**config.mk**
```make
export PLATFORM = sky130hd
export DESIGN_NAME = channel_arbiter_flat
export DESIGN_NICKNAME = d
export VERILOG_FILES = /design/src/rtl/channel_arbiter_pkg.sv /design/src/rtl/channel_arbiter_if.sv /design/src/rtl/channel_arbiter_rr_pick.sv /design/src/rtl/channel_arbiter.sv /design/src/flat_wrapper.sv
export SDC_FILE = /design/constraint.sdc
export NUM_CORES = 1
export LEC_CHECK = 0
export ABC_AREA = 1
export CORE_MARGIN = 2
export CORE_UTILIZATION = 45
export DETAILED_ROUTE_END_ITERATION = 7
export PLACE_DENSITY = 0.65
export SETUP_SLACK_MARGIN = 0.4
export SLEW_MARGIN = 20
export SYNTH_ARGS = -nofsm -noshare
export SYNTH_HDL_FRONTEND = slang
export SYNTH_HIERARCHICAL = 1
export SYNTH_SLANG_ARGS = --single-unit
```
**constraint.sdc**
```tcl
create_clock -name clock_i -period 3.55 [get_ports clock_i]
set_input_delay 0.5325 -clock clock_i [delete_from_list [all_inputs] [get_ports clock_i]]
set_output_delay 0.5325 -clock clock_i [all_outputs]
set_load 0.005 [all_outputs]
```
**src/rtl/channel_arbiter_pkg.sv**
```systemverilog
// Shared types and helpers for the round-robin channel arbiter.
package channel_arbiter_pkg;
  localparam int DEF_NUM_CH   = 5;
  localparam int DEF_MAX_HOLD = 16;
  localparam int DEF_IDX_W    = 3;

  typedef enum logic [1:0] {IDLE, OWN, GAP} arb_state_e;

  function automatic int next_idx(input int idx, input int n);
    return (idx + 1 >= n) ? 0 : idx + 1;
  endfunction
endpackage

```
**src/rtl/channel_arbiter_if.sv**
```systemverilog
// Channel-side request/release and arbiter-side grant bundle.
interface channel_arbiter_if #(
  parameter int NUM_CH = 5,
  parameter int IDX_W  = 3
);
  logic [NUM_CH-1:0] req;
  logic [NUM_CH-1:0] done;
  logic [NUM_CH-1:0] grant;
  logic              grant_valid;
  logic [IDX_W-1:0]  grant_idx;
  logic              timeout;

  modport master (output req, done, input grant, grant_valid, grant_idx, timeout);
  modport slave  (input req, done, output grant, grant_valid, grant_idx, timeout);
endinterface

```
**src/rtl/channel_arbiter_rr_pick.sv**
```systemverilog
// Combinational round-robin pick: first set req bit at or above ptr, wrapping.
module rr_pick #(
  parameter int NUM_CH = 5,
  parameter int IDX_W  = 3
) (
  input  logic [NUM_CH-1:0] req_i,
  input  logic [IDX_W-1:0]  ptr_i,
  output logic              found_o,
  output logic [IDX_W-1:0]  winner_o
);
  always_comb begin
    found_o  = 1'b0;
    winner_o = '0;
    for (int i = 0; i < NUM_CH; i++) begin
      int s;
      s = int'(ptr_i) + i;
      if (s >= NUM_CH) s = s - NUM_CH;
      if (!found_o && req_i[s]) begin
        found_o  = 1'b1;
        winner_o = IDX_W'(s);
      end
    end
  end
endmodule

```
**src/rtl/channel_arbiter.sv**
```systemverilog
// Round-robin arbiter: one grant at a time, bounded tenure, one idle cycle between grants.
module channel_arbiter
  import channel_arbiter_pkg::*;
#(
  parameter int NUM_CH   = DEF_NUM_CH,
  parameter int MAX_HOLD = DEF_MAX_HOLD,
  parameter int IDX_W    = DEF_IDX_W
) (
  input logic              clock_i,
  input logic              reset_n_i,
  channel_arbiter_if.slave bus_io
);
  localparam logic [7:0] HOLD_LIM = 8'(MAX_HOLD - 1);
  localparam logic [7:0] HOLD_SAT = 8'(MAX_HOLD);

  arb_state_e        state_q, state_d;
  logic [NUM_CH-1:0] grant_q, grant_d;
  logic              gv_q, gv_d;
  logic [IDX_W-1:0]  idx_q, idx_d;
  logic              tout_q, tout_d;
  logic [7:0]        hold_q, hold_d;
  logic [IDX_W-1:0]  ptr_q, ptr_d;

  logic              found;
  logic [IDX_W-1:0]  winner;
  logic              vol_rel, at_lim;

  rr_pick #(.NUM_CH(NUM_CH), .IDX_W(IDX_W)) u_pick (
    .req_i    (bus_io.req),
    .ptr_i    (ptr_q),
    .found_o  (found),
    .winner_o (winner)
  );

  assign vol_rel = !bus_io.req[idx_q] || bus_io.done[idx_q];
  assign at_lim  = (hold_q == HOLD_LIM);

  always_comb begin
    state_d = state_q;
    grant_d = grant_q;
    gv_d    = gv_q;
    idx_d   = idx_q;
    tout_d  = 1'b0;
    hold_d  = hold_q;
    ptr_d   = ptr_q;
    case (state_q)
      // Leaving GAP decides the next winner on the same edge, keeping a single zero cycle.
      IDLE, GAP: begin
        state_d = IDLE;
        if (found) begin
          state_d        = OWN;
          grant_d        = '0;
          grant_d[winner] = 1'b1;
          gv_d           = 1'b1;
          idx_d          = winner;
          hold_d         = '0;
        end
      end
      OWN: begin
        if (vol_rel || at_lim) begin
          state_d = GAP;
          grant_d = '0;
          gv_d    = 1'b0;
          idx_d   = '0;
          tout_d  = at_lim && !vol_rel;
          ptr_d   = IDX_W'(next_idx(int'(idx_q), NUM_CH));
        end else begin
          hold_d = (hold_q == HOLD_SAT) ? hold_q : hold_q + 8'd1;
        end
      end
      default: state_d = IDLE;
    endcase
  end

  always_ff @(posedge clock_i) begin
    if (!reset_n_i) begin
      state_q <= IDLE;
      grant_q <= '0;
      gv_q    <= 1'b0;
      idx_q   <= '0;
      tout_q  <= 1'b0;
      hold_q  <= '0;
      ptr_q   <= '0;
    end else begin
      state_q <= state_d;
      grant_q <= grant_d;
      gv_q    <= gv_d;
      idx_q   <= idx_d;
      tout_q  <= tout_d;
      hold_q  <= hold_d;
      ptr_q   <= ptr_d;
    end
  end

  assign bus_io.grant       = grant_q;
  assign bus_io.grant_valid = gv_q;
  assign bus_io.grant_idx   = idx_q;
  assign bus_io.timeout     = tout_q;
endmodule
```
**src/flat_wrapper.sv**
```systemverilog
// flat-port wrapper written by rule: the top's interface ports become plain ports
module channel_arbiter_flat import channel_arbiter_pkg::*;
#(
  parameter int NUM_CH   = DEF_NUM_CH,
  parameter int MAX_HOLD = DEF_MAX_HOLD,
  parameter int IDX_W    = DEF_IDX_W
)
  (clock_i, reset_n_i, bus_io_req, bus_io_done, bus_io_grant, bus_io_grant_valid, bus_io_grant_idx, bus_io_timeout);
  channel_arbiter_if #(.NUM_CH(NUM_CH), .IDX_W(IDX_W)) bus_io_i ();
  input logic clock_i;
  input logic reset_n_i;
  input wire logic [$bits(bus_io_i.req)-1:0] bus_io_req;
  input wire logic [$bits(bus_io_i.done)-1:0] bus_io_done;
  output wire logic [$bits(bus_io_i.grant)-1:0] bus_io_grant;
  output wire logic [$bits(bus_io_i.grant_valid)-1:0] bus_io_grant_valid;
  output wire logic [$bits(bus_io_i.grant_idx)-1:0] bus_io_grant_idx;
  output wire logic [$bits(bus_io_i.timeout)-1:0] bus_io_timeout;
  assign bus_io_i.req = bus_io_req;
  assign bus_io_i.done = bus_io_done;
  assign bus_io_grant = bus_io_i.grant;
  assign bus_io_grant_valid = bus_io_i.grant_valid;
  assign bus_io_grant_idx = bus_io_i.grant_idx;
  assign bus_io_timeout = bus_io_i.timeout;
  channel_arbiter #(.NUM_CH(NUM_CH), .MAX_HOLD(MAX_HOLD), .IDX_W(IDX_W)) u_core (.clock_i(clock_i), .reset_n_i(reset_n_i), .bus_io(bus_io_i));
endmodule
```
==> flow_summary.toml <==
[synth]
synth-edff-count = 0
synthAdderAreaFrac_pct = 8.23
synth_compound_area_share_pct = 11.3
synth_mux_area_share_pct = 0
netlist_top_cells_count = "sky130_fd_sc_hd__nand2_1, sky130_fd_sc_hd__inv_1, sky130_fd_sc_hd__nand3_1"
synth.avg_cell_area_um2 = 6.26
largest_family_of_logic_cells_by_synthesized_area = "simple AND/OR/NAND/NOR gates"
synth_unique_cells = 36
fraction_of_post_synthesis_cell_area_in_the_top_cell_type_by_area_pct = 20.2
synth_top_cell_by_area = "sky130_fd_sc_hd__dfxtp_1"
yosys_warnings = 6
post_syn_instances = 364
post-synth-top-count-cell = "sky130_fd_sc_hd__nand2_1"
synth_flop_cell = "sky130_fd_sc_hd__dfxtp_1"
synthXorXnorAreaFrac_pct = 2.20
yosys.area_share.simple_pct = 47.3
syn_nets = 391
postSynth.asyncResetShare_pct = 0
mappedNetlistArea_um2 = 2280
synth_seq_area_share_pct = 20.2
synth.ff_latch_count = 23
yosys-top-cells-area = "sky130_fd_sc_hd__dfxtp_1, sky130_fd_sc_hd__nand2_1, sky130_fd_sc_hd__nand3_1"

[drt]
average_wire_length_per_cell_after_detail_routing_um = 12.2
drt-initial-drc-count = 164
routed-via-count = 2343
drt_wl_total_um = 5520
drt_pre_antenna_iters = 4
drc = 0
viasPerCell = 5.16
ant_nets = 0

[clock_network]
ctsHtreeMaxLevel = 1
cts_inserted_buffers = 3
cts_hold_repair.buffers = 0
cts_tree = "done"
clock_latency_ps = 260
maximum_buffer_depth_of_the_clock_tree = 2
clkSlewWorstSetupHoldPaths_ps = 80
clock_sink_count = 23
clk_root_buffer_cell = "sky130_fd_sc_hd__clkbuf_8"

[status]
outcome = "finished clean"

[sta]
post-route-period-util_pct = 80.7
post-route-min-period_ps = 2860
hold_viol_final = 0
rsz0062_at_grt = "false"
maxClockFrequency_mhz = 349
clock_skew_ps = 3.58
finalSetupViolCount = 0
finalMaxSlewViolations = 0
worst_slew_margin_rel_pct = 71.5
finalWorstSetupSlack_ps = 686
setup_total_negative_slack_ps = 0
worst_slew_pin_slew_ps = 427

[hold_path]
hold_path_end = "u_core/bus_io.grant_valid"
holdCritPathClass = "reg2reg"
timing.hold.worst.start = "u_core/bus_io.grant_valid"
whs_path_depth = 2

[power]
total_leakage_power_nw = 1.24
total_power_w = 0.00209
ir_drop_mv = 0.327
powerDensity_nw_per_um2 = 791

[floorplanning]
top_level_ports = 22
die_y_um = 75.2
initial_utilization_pct = 47.3
fp.coreArea_um2 = 4820
rows = 25
die_w_um = 75.2
dieArea_um2 = 5650

[worst_setup_path]
cp_slowest_cell = "sky130_fd_sc_hd__dfxtp_4"
worst-path-max-fanout = 11
worst-endpoint-arrival_ps = 3050
worstPathCellList = "clkinvlp_4 -> ha_1 -> inv_2 -> nand3b_1 -> nand2_4 -> nand2_4 -> o21ai_2 -> nand3_1 -> nand3_2 -> nand3_4 -> nor2_8 -> nand3b_1 -> nand2_2 -> nand2_2 -> nand3_4 -> nand2_1 -> a21oi_1"
reg_to_reg_end = "u_core/hold_q[1]"
ff2ff_setup_slack_ps = 690
worst-setup-path-type = "reg2reg"
crit_required_ps = 3740
reg2reg_depth = 17
rr_startpoint = "u_core/ptr_q[1]"
buf_inv_on_cp = 2
critical_path.max_stage_delay_ps = 400
critical_path.top_delay_family = "simple AND/OR/NAND/NOR gates"
cp-start-kind = "flop"
critPathCaptureType = "flop"

[grt]
grt_util_all_layers_pct = 21.2
grt_pass1_wl_um = 9420
grt_remaining_overflow = 0
antenna_violations_before_repair = 0
vias_in_the_first_global_route = 2020
grt_max_degree = 20

[final_layout]
layoutNonFillerInstCount = 454
syn_to_final_growth_pct = 15.9
final_nets = 415
fill_cells = 509
finalCoreUtilization_pct = 54.8
number_of_antenna_diodes = 0
share_of_layout_cells_above_drive_strength_1_pct = 14.0

[flow_run]
maxCapViolCount = 0

[placement]
post-place-cells = 449
post-place-ws_ps = 442
globalplace.congestion = 0.835
dp_hpwl_um = 4260
portBuffers = 21
-- layout make-up --
cell class,instances,area (µm²),share of cell area [%]
Tap cell,67,83.8,3.17
Timing Repair Buffer,25,240,9.10
Inverter,56,214,8.10
Clock buffer,3,41.3,1.56
Multi-Input combinational cell,279,1590,60.3
Clock inverter,1,5.00,0.189
Sequential cell,23,464,17.6
-- registers in the layout, indices dropped and copies added, names as in the netlist --
name                       flops
u_core/bus_io.grant            5
u_core/bus_io.timeout          1
u_core/bus_io.grant_idx        3
u_core/hold_q                  8
u_core/state_q                 2
u_core/bus_io.grant_valid      1
u_core/ptr_q                   3
-- worst min-delay path: cells and delay by family (launching register included) --
kind	cells	cell delay, ps
compound gates	1	50
flops	1	320
simple gates	1	60
-- placed cells by master (no fill, tap or decap), types with 3 or more instances in the layout --
| cell | synthesis | final |
|---|---|---|
| sky130_fd_sc_hd__clkdlybuf4s50_1 | 0 | 21 |
| sky130_fd_sc_hd__dfxtp_1 | 23 | 22 |
| sky130_fd_sc_hd__nand2_2 | 8 | 11 |
| sky130_fd_sc_hd__nand4_1 | 17 | 17 |
| sky130_fd_sc_hd__nand3b_1 | 3 | 3 |
| sky130_fd_sc_hd__nor2_1 | 24 | 24 |
| sky130_fd_sc_hd__nand3_1 | 48 | 48 |
| sky130_fd_sc_hd__a21oi_1 | 20 | 20 |
| sky130_fd_sc_hd__o21ai_0 | 10 | 10 |
| sky130_fd_sc_hd__nand3_4 | 2 | 3 |
| sky130_fd_sc_hd__nand2_4 | 4 | 4 |
| sky130_fd_sc_hd__a21oi_2 | 3 | 3 |
| sky130_fd_sc_hd__nand3_2 | 5 | 4 |
| sky130_fd_sc_hd__buf_4 | 2 | 4 |
| sky130_fd_sc_hd__inv_1 | 48 | 46 |
| sky130_fd_sc_hd__o21ai_1 | 5 | 5 |
| sky130_fd_sc_hd__clkbuf_8 | 0 | 3 |
| sky130_fd_sc_hd__ha_1 | 15 | 15 |
| sky130_fd_sc_hd__nand2_1 | 94 | 91 |
| sky130_fd_sc_hd__inv_2 | 8 | 9 |
-- how the worst max path moves through the flow --
| stage | from | end | slack [ps] | cells after the start |
|---|---|---|---|---|
| 2_1_floorplan | u_core/ptr_q[1] | u_core/hold_q[3] | 910 | 19 |
| 3_3_place_gp | u_core/ptr_q[1] | u_core/hold_q[3] | 510 | 16 |
| 3_5_place_dp | u_core/ptr_q[1] | u_core/hold_q[3] | 440 | 16 |
| 4_1_cts | u_core/ptr_q[1] | u_core/hold_q[3] | 430 | 16 |
| 5_1_grt | u_core/ptr_q[1] | u_core/bus_io.grant[2] | 410 | 16 |
| 6_report | u_core/ptr_q[1] | u_core/hold_q[1] | 690 | 17 |
-- report_power, final --
part	internal [W]	switching, W	total, W
sequential	0.000329	0.0000574	0.000386
clock	0.0000784	0.0000855	0.000164
combinational	0.000535	0.00100	0.00154
-- kinds of logic after synthesis --
| group | after synthesis |
|---|---|
| AOI/OAI and AO/OA | 45 |
| and+or+nand+nor | 215 |
| xor gates and xnor gates | 4 |
| adders and majority gates | 15 |
| buffers and inverters | 62 |
| DFF | 23 |
-- stage by stage --
| step | cell area (µm²) | hold WS, ps |
|---|---|---|
| after floorplan | 2280 | 456 |
| after CTS | 2610 | 474 |
| after detailed placement | 2560 | 460 |
| after global placement | 2560 | 454 |
| final | 2640 | 471 |
| after global routing | 2640 | 506 |
-- timing repair --
action,4_1_cts,5_1_grt
setup buffers,0,1
resized for setup,0,9
endpoints found under the setup margin,0,17
-- metal layers --
metal | up-vias | track usage [%] | routed length, µm
li1 | 1241 | - | -
met1 | 1052 | 32.3 | 2840
met2 | 48 | 32.5 | 2410
met3 | 2 | 3.75 | 260
met4 | 0 | 1.56 | 7
met5 | - | 0 | 0
Power figures use the tool's default switching activity.
